--- config.mk ---
export PLATFORM = sky130hd
export DESIGN_NAME = fetch_unit
export DESIGN_NICKNAME = d
export VERILOG_FILES = /design/src/rtl/fetch_pkg.sv /design/src/rtl/npc_calc.sv /design/src/rtl/fetch_unit.sv
export SDC_FILE = /design/constraint.sdc
export NUM_CORES = 1
export LEC_CHECK = 0
export ABC_AREA = 1
export BUFFER_PORTS_ARGS = -buffer_cell sky130_fd_sc_hd__buf_2
export CORE_ASPECT_RATIO = 0.6
export CORE_MARGIN = 1.5
export CORE_UTILIZATION = 45
export CTS_CLUSTER_SIZE = 20
export DETAILED_ROUTE_END_ITERATION = 8
export PLACE_DENSITY_LB_ADDON = 0.05
export REMOVE_ABC_BUFFERS = 1
export SETUP_SLACK_MARGIN = 0.1
export SLEW_MARGIN = 40
export SYNTH_ARGS = -nofsm -noshare
export SYNTH_HDL_FRONTEND = slang
export SYNTH_SLANG_ARGS = --single-unit
--- constraint.sdc ---
create_clock -name clk -period 3.2 [get_ports clk]
set_input_delay 0 -clock clk [delete_from_list [all_inputs] [get_ports clk]]
set_output_delay 0 -clock clk [all_outputs]
set_load 0.01 [all_outputs]
--- src/rtl/fetch_pkg.sv ---
// Shared definitions for the instruction-fetch front end: state encoding,
// opcode constants and the default reset vector.
package fetch_pkg;

    localparam int unsigned INSTR_W   = 32;
    localparam int unsigned OPCODE_W  = 6;
    localparam int unsigned IMM_W     = 16;
    localparam int unsigned JTARGET_W = 26;

    localparam logic [31:0] DEFAULT_RESET_PC = 32'h0000_0000;

    typedef enum logic [1:0] {
        ST_FETCH = 2'd0,
        ST_WAIT  = 2'd1,
        ST_EXEC  = 2'd2
    } fetch_state_t;

    localparam logic [OPCODE_W-1:0] OP_RTYPE = 6'b000000;
    localparam logic [OPCODE_W-1:0] OP_ADDI  = 6'b001000;
    localparam logic [OPCODE_W-1:0] OP_LW    = 6'b100011;
    localparam logic [OPCODE_W-1:0] OP_SW    = 6'b101011;
    localparam logic [OPCODE_W-1:0] OP_BEQ   = 6'b000100;
    localparam logic [OPCODE_W-1:0] OP_BNE   = 6'b000101;
    localparam logic [OPCODE_W-1:0] OP_BGTZ  = 6'b000111;
    localparam logic [OPCODE_W-1:0] OP_J     = 6'b000010;

endpackage

--- src/rtl/npc_calc.sv ---
// Next-PC arithmetic: sequential, taken-branch and (with FETCH_JUMP_EN defined)
// absolute j-type targets. Purely combinational.
module npc_calc
    import fetch_pkg::*;
#(
    parameter int unsigned ADDR_W = 32
) (
    input  logic [ADDR_W-1:0]  pc,
    input  logic [INSTR_W-1:0] instr,
    input  logic               npc_sel,
    output logic [ADDR_W-1:0]  npc_c
);

    logic [ADDR_W-1:0] pc_plus4;
    logic [ADDR_W-1:0] br_off;

    assign pc_plus4 = pc + ADDR_W'(4);
    // Sign-extended word offset, already shifted left by two.
    assign br_off   = {{(ADDR_W-IMM_W-2){instr[IMM_W-1]}}, instr[IMM_W-1:0], 2'b00};

`ifdef FETCH_JUMP_EN
    logic              is_jump;
    logic [ADDR_W-1:0] jump_tgt;

    assign is_jump  = (instr[INSTR_W-1:INSTR_W-OPCODE_W] == OP_J);
    assign jump_tgt = {pc_plus4[ADDR_W-1:JTARGET_W+2], instr[JTARGET_W-1:0], 2'b00};

    always_comb begin
        npc_c = pc_plus4;
        if (is_jump) begin
            npc_c = jump_tgt;
        end else if (npc_sel) begin
            npc_c = pc_plus4 + br_off;
        end
    end
`else
    logic unused_instr_bits;

    assign unused_instr_bits = ^instr[INSTR_W-1:IMM_W];

    always_comb begin
        npc_c = pc_plus4;
        if (npc_sel) begin
            npc_c = pc_plus4 + br_off;
        end
    end
`endif

endmodule

--- src/rtl/fetch_unit.sv ---
// Sequential fetch front end: FETCH -> WAIT -> EXEC loop over a req/ack
// instruction-memory port. Define FETCH_JUMP_EN to resolve j targets here.
module fetch_unit
    import fetch_pkg::*;
#(
    parameter logic [31:0] RESET_PC = DEFAULT_RESET_PC,
    parameter int unsigned ADDR_W   = 32
) (
    input  logic                clk,
    input  logic                rst_n,
    output logic                imem_req,
    output logic [ADDR_W-1:0]   imem_addr,
    input  logic                imem_ack,
    input  logic [INSTR_W-1:0]  imem_rdata,
    output logic                instr_valid,
    output logic [INSTR_W-1:0]  Instruction,
    output logic [OPCODE_W-1:0] Opcode,
    input  logic                retire,
    input  logic                nPC_sel,
    output logic [ADDR_W-1:0]   pc
);

    localparam logic [ADDR_W-1:0] RST_PC = ADDR_W'(RESET_PC) & ~ADDR_W'(3);

    fetch_state_t       state_q, state_d;
    logic [ADDR_W-1:0]  pc_d;
    logic [INSTR_W-1:0] instr_d;
    logic               valid_d;
    logic               req_d;
    logic [ADDR_W-1:0]  npc_c;

    npc_calc #(
        .ADDR_W (ADDR_W)
    ) u_npc_calc (
        .pc      (pc),
        .instr   (Instruction),
        .npc_sel (nPC_sel),
        .npc_c   (npc_c)
    );

    always_ff @(posedge clk or negedge rst_n) begin
        if (!rst_n) begin
            state_q     <= ST_FETCH;
            pc          <= RST_PC;
            Instruction <= '0;
            instr_valid <= 1'b0;
            imem_req    <= 1'b0;
        end else begin
            state_q     <= state_d;
            pc          <= pc_d;
            Instruction <= instr_d;
            instr_valid <= valid_d;
            imem_req    <= req_d;
        end
    end

    // Next-state and register-input logic; ack/retire only act in their own state.
    always_comb begin
        state_d = state_q;
        pc_d    = pc;
        instr_d = Instruction;
        valid_d = instr_valid;
        unique case (state_q)
            ST_FETCH: begin
                state_d = ST_WAIT;
            end
            ST_WAIT: begin
                if (imem_ack) begin
                    instr_d = imem_rdata;
                    valid_d = 1'b1;
                    state_d = ST_EXEC;
                end
            end
            ST_EXEC: begin
                if (retire) begin
                    pc_d    = {npc_c[ADDR_W-1:2], 2'b00};
                    valid_d = 1'b0;
                    state_d = ST_FETCH;
                end
            end
            default: begin
                state_d = ST_FETCH;
            end
        endcase
        // Request is high whenever the unit is about to be in FETCH or WAIT.
        req_d = (state_d != ST_EXEC);
    end

    assign imem_addr = pc;
    assign Opcode    = Instruction[INSTR_W-1:INSTR_W-OPCODE_W];

endmodule

==> results_tabular.tex <==
\begin{tabular}{lr}
\hline
Metric & Value \\
\hline
\multicolumn{2}{l}{\textbf{Critical path}} \\
Endpoint kind of the worst setup timing path & flip-flop \\
Worst r2r src & imem\_addr[9] \\
Maximum net fanout on the critical path & 6 \\
Worst-path cell chain & nand2\_2, nor2\_2, nand2\_2, nor3\_4, buf\_4, xor2\_2, inv\_1, ha\_1, a21oi\_1, o21ai\_1, inv\_1, nand2\_1, nand2\_1, nand2\_1, nand2\_1, nand3\_1, nand2\_1, nand2\_1 \\
Slowest cell delay on critical path & approximately 430 ps \\
Number of cells on the worst reg-to-reg path & 18 \\
Setup crit start kind & flip-flop \\
Req. time, crit path & 3430 ps \\
Startpoint of the worst setup timing path & imem\_addr[9] \\
Library cell contributing the largest single delay on the critical path & dfrtp\_2 \\
Register-to-register path setup slack & between 150 and 200 ps \\
Reg-to-reg critical path endpoint & imem\_addr[22] \\
Data arrival, critical path & 3230 ps \\
Crit path kind & reg -> reg \\
Most used cell, CP & nand2\_1 \\
\multicolumn{2}{l}{\textbf{CTS}} \\
CTS Buffer Depth & 2 \\
Clock slew at the register clock pins of the worst setup and hold paths & 60 ps \\
Number of buffers created by CTS & 9 \\
Root Buffer & clkbuf\_16 \\
Number of sinks on the clock net & 66 \\
Count of H-tree levels built during CTS & 3 \\
TritonCTS clock tree & done \\
Clock latency on the worst-skew pair & approximately 340 ps \\
\multicolumn{2}{l}{\textbf{Timing}} \\
Number of failing hold endpoints at the final stage & 0 \\
Setup skew after layout & roughly 7.1 ps \\
Upper clock frequency limit & about 0.33 GHz \\
Slew at the pin closest to its max-slew limit & 785 ps \\
Count of pins over their slew limit & 0 \\
Clock period minus final worst setup slack & 3000 ps \\
Share of the cycle needed by the critical path after routing & 0.938 \\
Unrepaired setup endpoints after global routing & false \\
\# setup viols final & 0 \\
Slew margin rel. & 0.476 \\
Final setup TNS & 0 ps \\
\multicolumn{2}{l}{\textbf{Place}} \\
HPWL after detailed placement & around 15000 µm \\
RePlAce Congestion & 0.936 \\
Number of I/O port buffers & 136 \\
\multicolumn{2}{l}{\textbf{Global routing}} \\
Largest net degree at the start of global routing & 43 \\
Grt ovf & 0 \\
Busiest metal layer after global routing & met1 \\
Met3 demand-to-capacity share in global routing & 0.0826 \\
Global-route wire length before repair & 29800 µm \\
Number of global-route vias before repair & approximately 5400 \\
Number of antenna violations at the first check in global routing & 0 \\
Met2 Resource Use GR & 0.368 \\
Total GRT Usage & 0.285 \\
GRT met1 Usage & 0.457 \\
\multicolumn{2}{l}{\textbf{Route}} \\
Detailed-route wire length per cell & 16.2 µm \\
Length of the first detailed-routing pass in iterations & 5 \\
Number of remaining DRC errors & 0 \\
Wire length after detailed routing & 19400 µm \\
Average via count per standard cell & $\sim$5 \\
Detail Route Antenna Nets & 0 \\
Initial DRC count & 537 \\
Vias after detailed routing & 6049 \\
\multicolumn{2}{l}{\textbf{Job}} \\
Number of max-capacitance violations reported & 0 \\
\multicolumn{2}{l}{\textbf{Logic synthesis}} \\
Most used flip-flop cell after synthesis & dfrtp\_1 \\
Flops \& latches, synth & 66 \\
Average footprint of a synthesized cell & 6.92 µm² \\
Synth Instances & 858 \\
Synth unique cells & 41 \\
FFs w/ async S/R, synth & 1.00 \\
Seq/Total Area, Yosys & 0.278 \\
Synth Warn \# & 0 \\
Area leader, netlist & dfrtp\_1 \\
Top post-synthesis cells by count & nand2\_1 (262), inv\_1 (107), nor2\_1 (71), dfrtp\_1 (66), nand3\_1 (49) \\
Netlist area before placement & 5940 µm² \\
Top cells by area, synth & dfrtp\_1 (28\%), nand2\_1 (17\%), ha\_1 (7.8\%) \\
Most frequent cell after synthesis & nand2\_1 \\
Top cell type's share of synthesized area & 0.278 \\
Count of flip-flops with a built-in enable after synthesis & 0 \\
\multicolumn{2}{l}{\textbf{Finish}} \\
Layout cells sized above 1 & 0.299 \\
Final \#Nets & $\sim$1100 \\
Number of inserted diodes & 0 \\
Relative area change from synthesis to final layout & 30.0\% \\
Filler Cell Count & 1182 \\
\multicolumn{2}{l}{\textbf{Power and ir drop}} \\
Power per standard cell area & approximately 1300 nW/µm² \\
Worst vdd rail ir drop & 0.000480 V \\
Leakage Power & between 0.004 and 0.005 µW \\
Final Total Pwr & 9710 µW \\
\multicolumn{2}{l}{\textbf{Worst hold path}} \\
Worst hold path type & in -> reg \\
Hold Path Stages & 4 \\
Destination of the worst hold path & imem\_addr[24] \\
Worst hold start & nPC\_sel \\
\multicolumn{2}{l}{\textbf{Run status}} \\
Outcome & finished, final reports clean \\
\multicolumn{2}{l}{\textbf{Die}} \\
Die height & 92.0 µm \\
Ports & between 100 and 150 \\
Num rows & 32 \\
Starting density of the core & 0.462 \\
Core ar. & 12900 µm² \\
Area of the die & approximately 14000 µm² \\
Overall die width & 151 µm \\
\hline
\end{tabular}
critical path: cells and delay by family (launching register included):
kind / cells / cell delay [ps]
buf+inv: 3 / 340
flops: 1 / 430
simple gates: 11 / 1230
compound gates: 2 / 370
fa+ha+maj: 1 / 320
xor+xnor: 1 / 190
final cells by class:
type / instances / area (µm²) / share of cell area
timing repair buffer: 204 / 1280 / 0.166
sequential: 66 / 1660 / 0.216
clock inverter: 5 / 85.1 / 0.0110
multi-input combinational: 629 / 3810 / 0.493
clock buffer: 11 / 253 / 0.0327
tap: 170 / 213 / 0.0276
inverter: 111 / 417 / 0.0540
per-stage QoR:
stage	instance area (µm²)	hold slack (ps)	std cells	setup WS, ps	utilization
global route	7720	171	1196	52.4	0.601
detailed placement	6630	42.5	1133	118	0.516
CTS	7320	147	1184	103	0.569
floorplan	5580	-296	806	604	-
finish	7720	164	1196	199	0.601
global placement	6630	54.3	1133	77.3	0.516
flip-flops by register name (all words and copies together), names as in the netlist:
| signal | count |
|---|---|
| Instruction | 32 |
| imem_addr | 30 |
| imem_req | 1 |
| instr_valid | 1 |
| state_q | 2 |
metal layers:
metal / share of wire / wire length [µm] / vias to the layer above
li1: - / - / 3014
met5: 0 / 0 / -
met1: 0.50 / 9760 / 2746
met3: 0.11 / 2140 / 13
met2: 0.38 / 7300 / 276
met4: 0.0085 / 164 / 0
what timing repair did:
| action | in CTS | in global routing |
|---|---|---|
| setup buffers | 0 | 12 |
| resized for setup | 0 | 79 |
| hold buffers | 35 | 0 |
| setup endpoints to repair | 0 | 19 |
| hold endpoints to repair | 60 | 0 |
placed cells by master (no fill, tap or decap), drive strengths merged, types with 2 or more instances in the layout:
cell         synthesis  final
nor4                 3      3
ha                  37     37
o21bai               7      7
nand2              267    267
nand3               52     52
xor2                27     27
and2                 3      3
mux2                31     31
dfrtp               66     66
o21ai               30     30
clkbuf               7     11
clkinv               1      2
a21oi               45     45
nor2                81     81
o22ai                2      2
nand4                7      7
bufinv               0      2
xnor2                9      9
o211ai               5      5
inv                110    111
buf                 48    169
o21a                 2      2
nor3                10     10
conb                 1      4
dlygate4sd3          0     35
worst max-delay path by stage:
| stage | cells past startpoint | to | slack [ps] |
|---|---|---|---|
| finish | 18 | imem_addr[22] | 200 |
| global route | 15 | imem_addr[26] | 50 |
| CTS | 18 | imem_addr[31] | 100 |
| detailed placement | 18 | imem_addr[31] | 120 |
| global placement | 19 | imem_addr[31] | 80 |
| floorplan | 20 | imem_addr[31] | 600 |
report_power, final:
part           internal, µW  switching, µW
clock network           730            415
registers              1250            475
logic                  2610           4230
logic make-up after synthesis:
family | after synthesis | synth area share
AOI/OAI and AO/OA | 93 | 0.0858
and+or+nand+nor | 427 | 0.309
muxes | 31 | 0.0588
other | 1 | 0.000632
xor gates and xnor gates | 36 | 0.0531
buffers and inverters | 166 | 0.133
adders and majority gates | 38 | 0.0813
DFF | 66 | 0.278
No activity file was read; power rests on OpenSTA's default activity.
